--- src/rtl/ascon_aead128_pkg.sv ---
// Shared Ascon AEAD128 types, round constants and the single-round function.
package ascon_aead128_pkg;

   localparam int unsigned WORD_W = 64;
   localparam int unsigned RND_W  = 4;

   // x0 occupies the most significant 64 bits of the 320-bit state
   typedef struct packed {
      logic [WORD_W-1:0] x0;
      logic [WORD_W-1:0] x1;
      logic [WORD_W-1:0] x2;
      logic [WORD_W-1:0] x3;
      logic [WORD_W-1:0] x4;
   } ascon_state;

   typedef logic [RND_W-1:0] rnd_t;

   localparam rnd_t P12_FIRST_RND = RND_W'(0);
   localparam rnd_t P8_FIRST_RND  = RND_W'(4);
   localparam rnd_t LAST_RND      = RND_W'(11);

   typedef enum logic [1:0] {
      IDLE = 2'd0,
      RUN  = 2'd1,
      DONE = 2'd2
   } perm_fsm_t;

   // Rotate a 64-bit word right by n (n in 1..63)
   function automatic logic [WORD_W-1:0] ror(input logic [WORD_W-1:0] x, input int unsigned n);
      return (x >> n) | (x << (WORD_W - n));
   endfunction

   // One Ascon round: constant addition, bitsliced 5-bit S-box, linear diffusion
   function automatic ascon_state round(input ascon_state s, input rnd_t rnd);
      logic [WORD_W-1:0] x0, x1, x2, x3, x4;
      logic [WORD_W-1:0] t0, t1, t2, t3, t4;
      ascon_state        r;
      x0 = s.x0;
      x1 = s.x1;
      x2 = s.x2;
      x3 = s.x3;
      x4 = s.x4;
      // constant 0xF0 - 0x0F*i equals {15-i, i} for i in 0..11
      x2 = x2 ^ WORD_W'({~rnd, rnd});
      x0 = x0 ^ x4;
      x4 = x4 ^ x3;
      x2 = x2 ^ x1;
      t0 = ~x0 & x1;
      t1 = ~x1 & x2;
      t2 = ~x2 & x3;
      t3 = ~x3 & x4;
      t4 = ~x4 & x0;
      x0 = x0 ^ t1;
      x1 = x1 ^ t2;
      x2 = x2 ^ t3;
      x3 = x3 ^ t4;
      x4 = x4 ^ t0;
      x1 = x1 ^ x0;
      x0 = x0 ^ x4;
      x3 = x3 ^ x2;
      x2 = ~x2;
      r.x0 = x0 ^ ror(x0, 19) ^ ror(x0, 28);
      r.x1 = x1 ^ ror(x1, 61) ^ ror(x1, 39);
      r.x2 = x2 ^ ror(x2, 1)  ^ ror(x2, 6);
      r.x3 = x3 ^ ror(x3, 10) ^ ror(x3, 17);
      r.x4 = x4 ^ ror(x4, 7)  ^ ror(x4, 41);
      return r;
   endfunction

endpackage

--- src/rtl/permutation_engine_if.sv ---
// Controller <-> permutation engine handshake and state bus.
interface permutation_engine_if;
   import ascon_aead128_pkg::*;

   logic       start;
   logic       p8;
   ascon_state state_in;
   logic       ready;
   logic       done;
   ascon_state state_out;

   modport master (output start, p8, state_in, input ready, done, state_out);
   modport slave  (input start, p8, state_in, output ready, done, state_out);
endinterface

--- src/rtl/permutation.sv ---
// Combinational single Ascon round stage.
module permutation
   import ascon_aead128_pkg::*;
(
   input  ascon_state state_in,
   input  rnd_t       rnd,
   output ascon_state state_out
);

   // apply round with index rnd
   assign state_out = round(state_in, rnd);

endmodule

--- src/rtl/permutation_engine.sv ---
// Sequential Ascon p^12 / p^8 engine: UNROLL rounds per cycle, start/ready/done handshake.
module permutation_engine
   import ascon_aead128_pkg::*;
#(
   parameter int unsigned UNROLL = 1
) (
   input logic                 clk,
   input logic                 rst_n,
   permutation_engine_if.slave bus
);

   if (UNROLL != 1 && UNROLL != 2 && UNROLL != 4) begin : g_bad_unroll
      $error("permutation_engine: UNROLL must be 1, 2 or 4");
   end

   localparam rnd_t RND_STEP = RND_W'(UNROLL);
   localparam rnd_t RND_SPAN = RND_W'(UNROLL - 1);

   perm_fsm_t  state;
   perm_fsm_t  state_nxt;
   ascon_state state_reg;
   rnd_t       rnd_reg;
   logic       ready_q;
   logic       done_q;
   logic       ready_d;
   logic       done_d;
   logic       accept_c;
   logic       last_c;
   ascon_state chain [UNROLL+1];

   // a start is taken in IDLE and in the DONE cycle (back-to-back)
   assign accept_c = (state != RUN) && bus.start;
   // the highest round index applied this cycle is the final one
   assign last_c   = (rnd_reg + RND_SPAN) == LAST_RND;

   // unrolled round chain, stage k uses index rnd_reg+k
   assign chain[0] = state_reg;
   for (genvar k = 0; k < UNROLL; k++) begin : g_round
      permutation u_round (
         .state_in  (chain[k]),
         .rnd       (rnd_reg + RND_W'(k)),
         .state_out (chain[k+1])
      );
   end

   // FSM state register
   always_ff @(posedge clk or negedge rst_n) begin
      if (!rst_n) state <= IDLE;
      else        state <= state_nxt;
   end

   // FSM next-state logic
   always_comb begin
      state_nxt = state;
      case (state)
         IDLE:    if (bus.start) state_nxt = RUN;
         RUN:     if (last_c)    state_nxt = DONE;
         DONE:    state_nxt = bus.start ? RUN : IDLE;
         default: state_nxt = IDLE;
      endcase
   end

   // FSM output decode, taken from the upcoming state so outputs are registered
   always_comb begin
      ready_d = 1'b1;
      done_d  = 1'b0;
      if (state_nxt == RUN)  ready_d = 1'b0;
      if (state_nxt == DONE) done_d  = 1'b1;
   end

   // handshake output registers
   always_ff @(posedge clk or negedge rst_n) begin
      if (!rst_n) begin
         ready_q <= 1'b1;
         done_q  <= 1'b0;
      end else begin
         ready_q <= ready_d;
         done_q  <= done_d;
      end
   end

   // state register and round counter; the counter parks at 0 outside RUN
   always_ff @(posedge clk or negedge rst_n) begin
      if (!rst_n) begin
         state_reg <= '0;
         rnd_reg   <= '0;
      end else if (accept_c) begin
         state_reg <= bus.state_in;
         rnd_reg   <= bus.p8 ? P8_FIRST_RND : P12_FIRST_RND;
      end else if (state == RUN) begin
         state_reg <= chain[UNROLL];
         rnd_reg   <= rnd_reg + RND_STEP;
      end else begin
         rnd_reg   <= '0;
      end
   end

   assign bus.ready     = ready_q;
   assign bus.done      = done_q;
   assign bus.state_out = state_reg;

endmodule
--- src/flat_wrapper.sv ---
// flat-port wrapper written by rule: the top's interface ports become plain ports
module permutation_engine_flat import ascon_aead128_pkg::*;
#(
   parameter int unsigned UNROLL = 1
)
  (clk, rst_n, bus_start, bus_p8, bus_state_in, bus_ready, bus_done, bus_state_out);
  permutation_engine_if bus_i ();
  input logic clk;
  input logic rst_n;
  input wire logic [$bits(bus_i.start)-1:0] bus_start;
  input wire logic [$bits(bus_i.p8)-1:0] bus_p8;
  input wire logic [$bits(bus_i.state_in)-1:0] bus_state_in;
  output wire logic [$bits(bus_i.ready)-1:0] bus_ready;
  output wire logic [$bits(bus_i.done)-1:0] bus_done;
  output wire logic [$bits(bus_i.state_out)-1:0] bus_state_out;
  assign bus_i.start = bus_start;
  assign bus_i.p8 = bus_p8;
  assign bus_i.state_in = bus_state_in;
  assign bus_ready = bus_i.ready;
  assign bus_done = bus_i.done;
  assign bus_state_out = bus_i.state_out;
  permutation_engine #(.UNROLL(UNROLL)) u_core (.clk(clk), .rst_n(rst_n), .bus(bus_i));
endmodule
--- config.mk ---
export PLATFORM = sky130hd
export DESIGN_NAME = permutation_engine_flat
export DESIGN_NICKNAME = d
export VERILOG_FILES = /design/src/rtl/ascon_aead128_pkg.sv /design/src/rtl/permutation_engine_if.sv /design/src/rtl/permutation.sv /design/src/rtl/permutation_engine.sv /design/src/flat_wrapper.sv
export SDC_FILE = /design/constraint.sdc
export NUM_CORES = 2
export LEC_CHECK = 0
export CORE_MARGIN = 5
export CORE_UTILIZATION = 53
export CTS_CLUSTER_SIZE = 25
export DETAILED_ROUTE_END_ITERATION = 6
export GPL_TIMING_DRIVEN = 0
export HOLD_SLACK_MARGIN = 0.05
export PLACE_DENSITY = 0.78
export SLEW_MARGIN = 5
export SYNTH_ARGS = -nofsm -noshare
export SYNTH_HDL_FRONTEND = slang
export SYNTH_SLANG_ARGS = --single-unit
--- constraint.sdc ---
create_clock -name clk -period 2.8 [get_ports clk]
set_input_delay 0.42 -clock clk [delete_from_list [all_inputs] [get_ports clk]]
set_output_delay 0.42 -clock clk [all_outputs]
set_load 0.005 [all_outputs]
==> metrics.txt <==
CTS max path bufs 3; Starting DRT DRC Count 4339; max-cap viol count 0; vias in the first global route 28400; syn nets 3485; filler cell count 4412; # DRC 6; Fmax 0.340 GHz; CTS sink cnt 328; Die X 251 um; synthesis-to-finish area growth 30.5%; Seq/Total Area, Yosys 26.6%; row count 88; largest net degree at the start of global routing 108; Final Critical Period 2.94 ns; Chip Height 251 um; layout cell share with drive strength beyond 1 6.50%; DP HPWL 136 mm; period utilization 105%; CP arrival 3.45 ns; Avg Synthesized Cell Area 10.2 um2; post-layout util 69.9%; final worst slack -0.144 ns; max reg flops 320; Clock Latency Late Sink 0.60 ns; Yosys warnings 0; CTS clock-pin slew for the worst setup and hold paths 0.06 ns; area of the core 57700 um2; Fin. Hold Viols 0; Synth cell types 30; critical path class input port to flip-flop; placed cell area 38400 um2; drt pass-1 iters 7; Worst Setup Start Kind input port; Setup TNS -3.09 ns; Final #Nets 4177; # Post-CTS Setup Buffers 0; Max Slew Vio Count 0; wire per inst 37.0 um; Hold Path Class input port to async pin; cell count after synthesis 3032; die area 63200 um2; IO buf count 644; Worst-Margin Slew 1.36 ns; H-Tree Depth 2; Fin Clk Skew 0.0295 ns; Routed Antenna Nets 0; TritonCTS clock tree yes; gr ovfl total 0; Num CTS Buffers 42; vias 29600; Total Wirelength 167 mm; WHS 0.324 ns; antenna violations before repair 6; cell area after layout 40300 um2; Setup Viol. Count Final 63; DR vias/cell 6.55; Critical Path RT 3.31 ns; global-route wire length before repair 224 mm; starting density of the core 53.6%; failing checks DRC, setup timing; Root Buffer clkbuf_16; worst-path fanout max 10; routability congestion estimate 1.11; status finished with violations; CP Capture Type flip-flop; GRT Util Overall 50.7%; Slew HR 8.38%; number of synthesized register bits 328; top-level port count 646; mapped cell area 30900 um2
cells by family (layout without fill, tap and decap cells):
group                    count (synthesis)  after routing  synth area share [%]
XOR/XNOR                               907            907                  39.0
AO/OA/AOI/OAI                          631            631                  12.9
AND/OR/NAND/NOR                        597            597                  8.03
flip-flops                             328            328                  26.6
buffers and inverters                  301           1023                  3.70
adder cells (fa/ha/maj)                166            166                  6.48
multiplexers                           102            102                  3.30
other                                    0              8                     0
cell usage after synthesis:
master    count  area, um2
nand2_1     336       1260
maj3_2       14        158
buf_2        12       60.1
xor2_2        2       32.5
a21o_1       23        173
dfstp_2       1       26.3
o21ai_1      11       55.1
nand2b_1      1       6.26
xnor3_1     250       5630
nor2_1      164        616
inv_1       167        627
dfrtp_1     327       8180
buf_1        21       78.8
clkbuf_1    101        379
a21oi_1     228       1140
xor3_1        6        143
xor2_1      218       1910
nor2b_1      92        576
o211a_1     107       1070
ha_1        129       1610
xnor2_2      77       1250
nand3b_1      1       7.51
mux2i_1     102       1020
xnor2_1     354       3100
o21ai_0     170        851
nand3_1       2       10.0
and2_1        1       6.26
o21a_1        1       7.51
a211oi_1     91        683
maj3_1       23        230
layout make-up:
class	count	area [um2]	share of cell area, %
flip-flops and latches	328	8210	20.4
well taps	765	957	2.37
inverters	167	627	1.55
repair buffers	648	6540	16.2
clock buffers	57	1210	3.00
diodes	8	20.0	0.0496
clock inverters	17	244	0.605
plain buffers	134	547	1.36
multi-input cells	2403	22000	54.5
critical path, stage by stage:
cell      delay, ns
buf_2          0.22
buf_2          0.50
clkbuf_1       0.86
clkbuf_1       0.76
nand2_1        0.30
o211a_1        0.23
a21oi_1        0.14
layout by cell type (no fill, tap or decap), types with 129 or more instances in the layout:
cell	synthesis	layout
dfrtp_1	327	327
clkdlybuf4s50_1	0	643
xnor3_1	250	250
inv_1	167	167
xnor2_1	354	320
nand2_1	336	336
ha_1	129	129
xor2_1	218	205
a21oi_1	228	228
nor2_1	164	164
o21ai_0	170	170
final timing paths:
kind,from,cells after the start,slack (ns),to
worst max register to register,u_core.bus.state_out[177],5,-0.10,u_core.bus.state_out[202]
worst min-delay path,rst_n,2,0.32,u_core.bus.state_out[184]
worst min register to register,u_core.rnd_reg[0],1,0.63,u_core.rnd_reg[0]
min in group clk,bus_state_in[148],3,0.46,u_core.bus.state_out[148]
worst max-delay path,bus_start,7,-0.14,u_core.bus.state_out[20]
max in group asynchronous,rst_n,4,1.08,u_core.bus.state_out[225]
what timing repair did:
item	in CTS	in global routing
resized for setup	46	29
endpoints found under the hold margin	41	0
endpoints found under the setup margin	291	53
hold buffers	1	0
stage by stage:
| step | instances | setup slack [ns] |
|---|---|---|
| finish | 4527 | -0.144 |
| global route | 4519 | -0.00477 |
| CTS | 4519 | 0.00549 |
| detailed placement | 4444 | -0.871 |
| global placement | 4441 | -14.14 |
| floorplan | 3032 | 0.729 |
layer usage:
metal / track usage (%) / routed length [um] / vias to the layer above
li1: - / - / 11700
met1: 63.7 / 58200 / 14500
met2: 73.9 / 69600 / 2807
met3: 16.7 / 23700 / 678
met4: 35.9 / 16000 / 4
met5: 0 / 27 / -
Power is not shown: default switching activity piles up to over one toggle a cycle in this logic, so the estimate is an artifact.
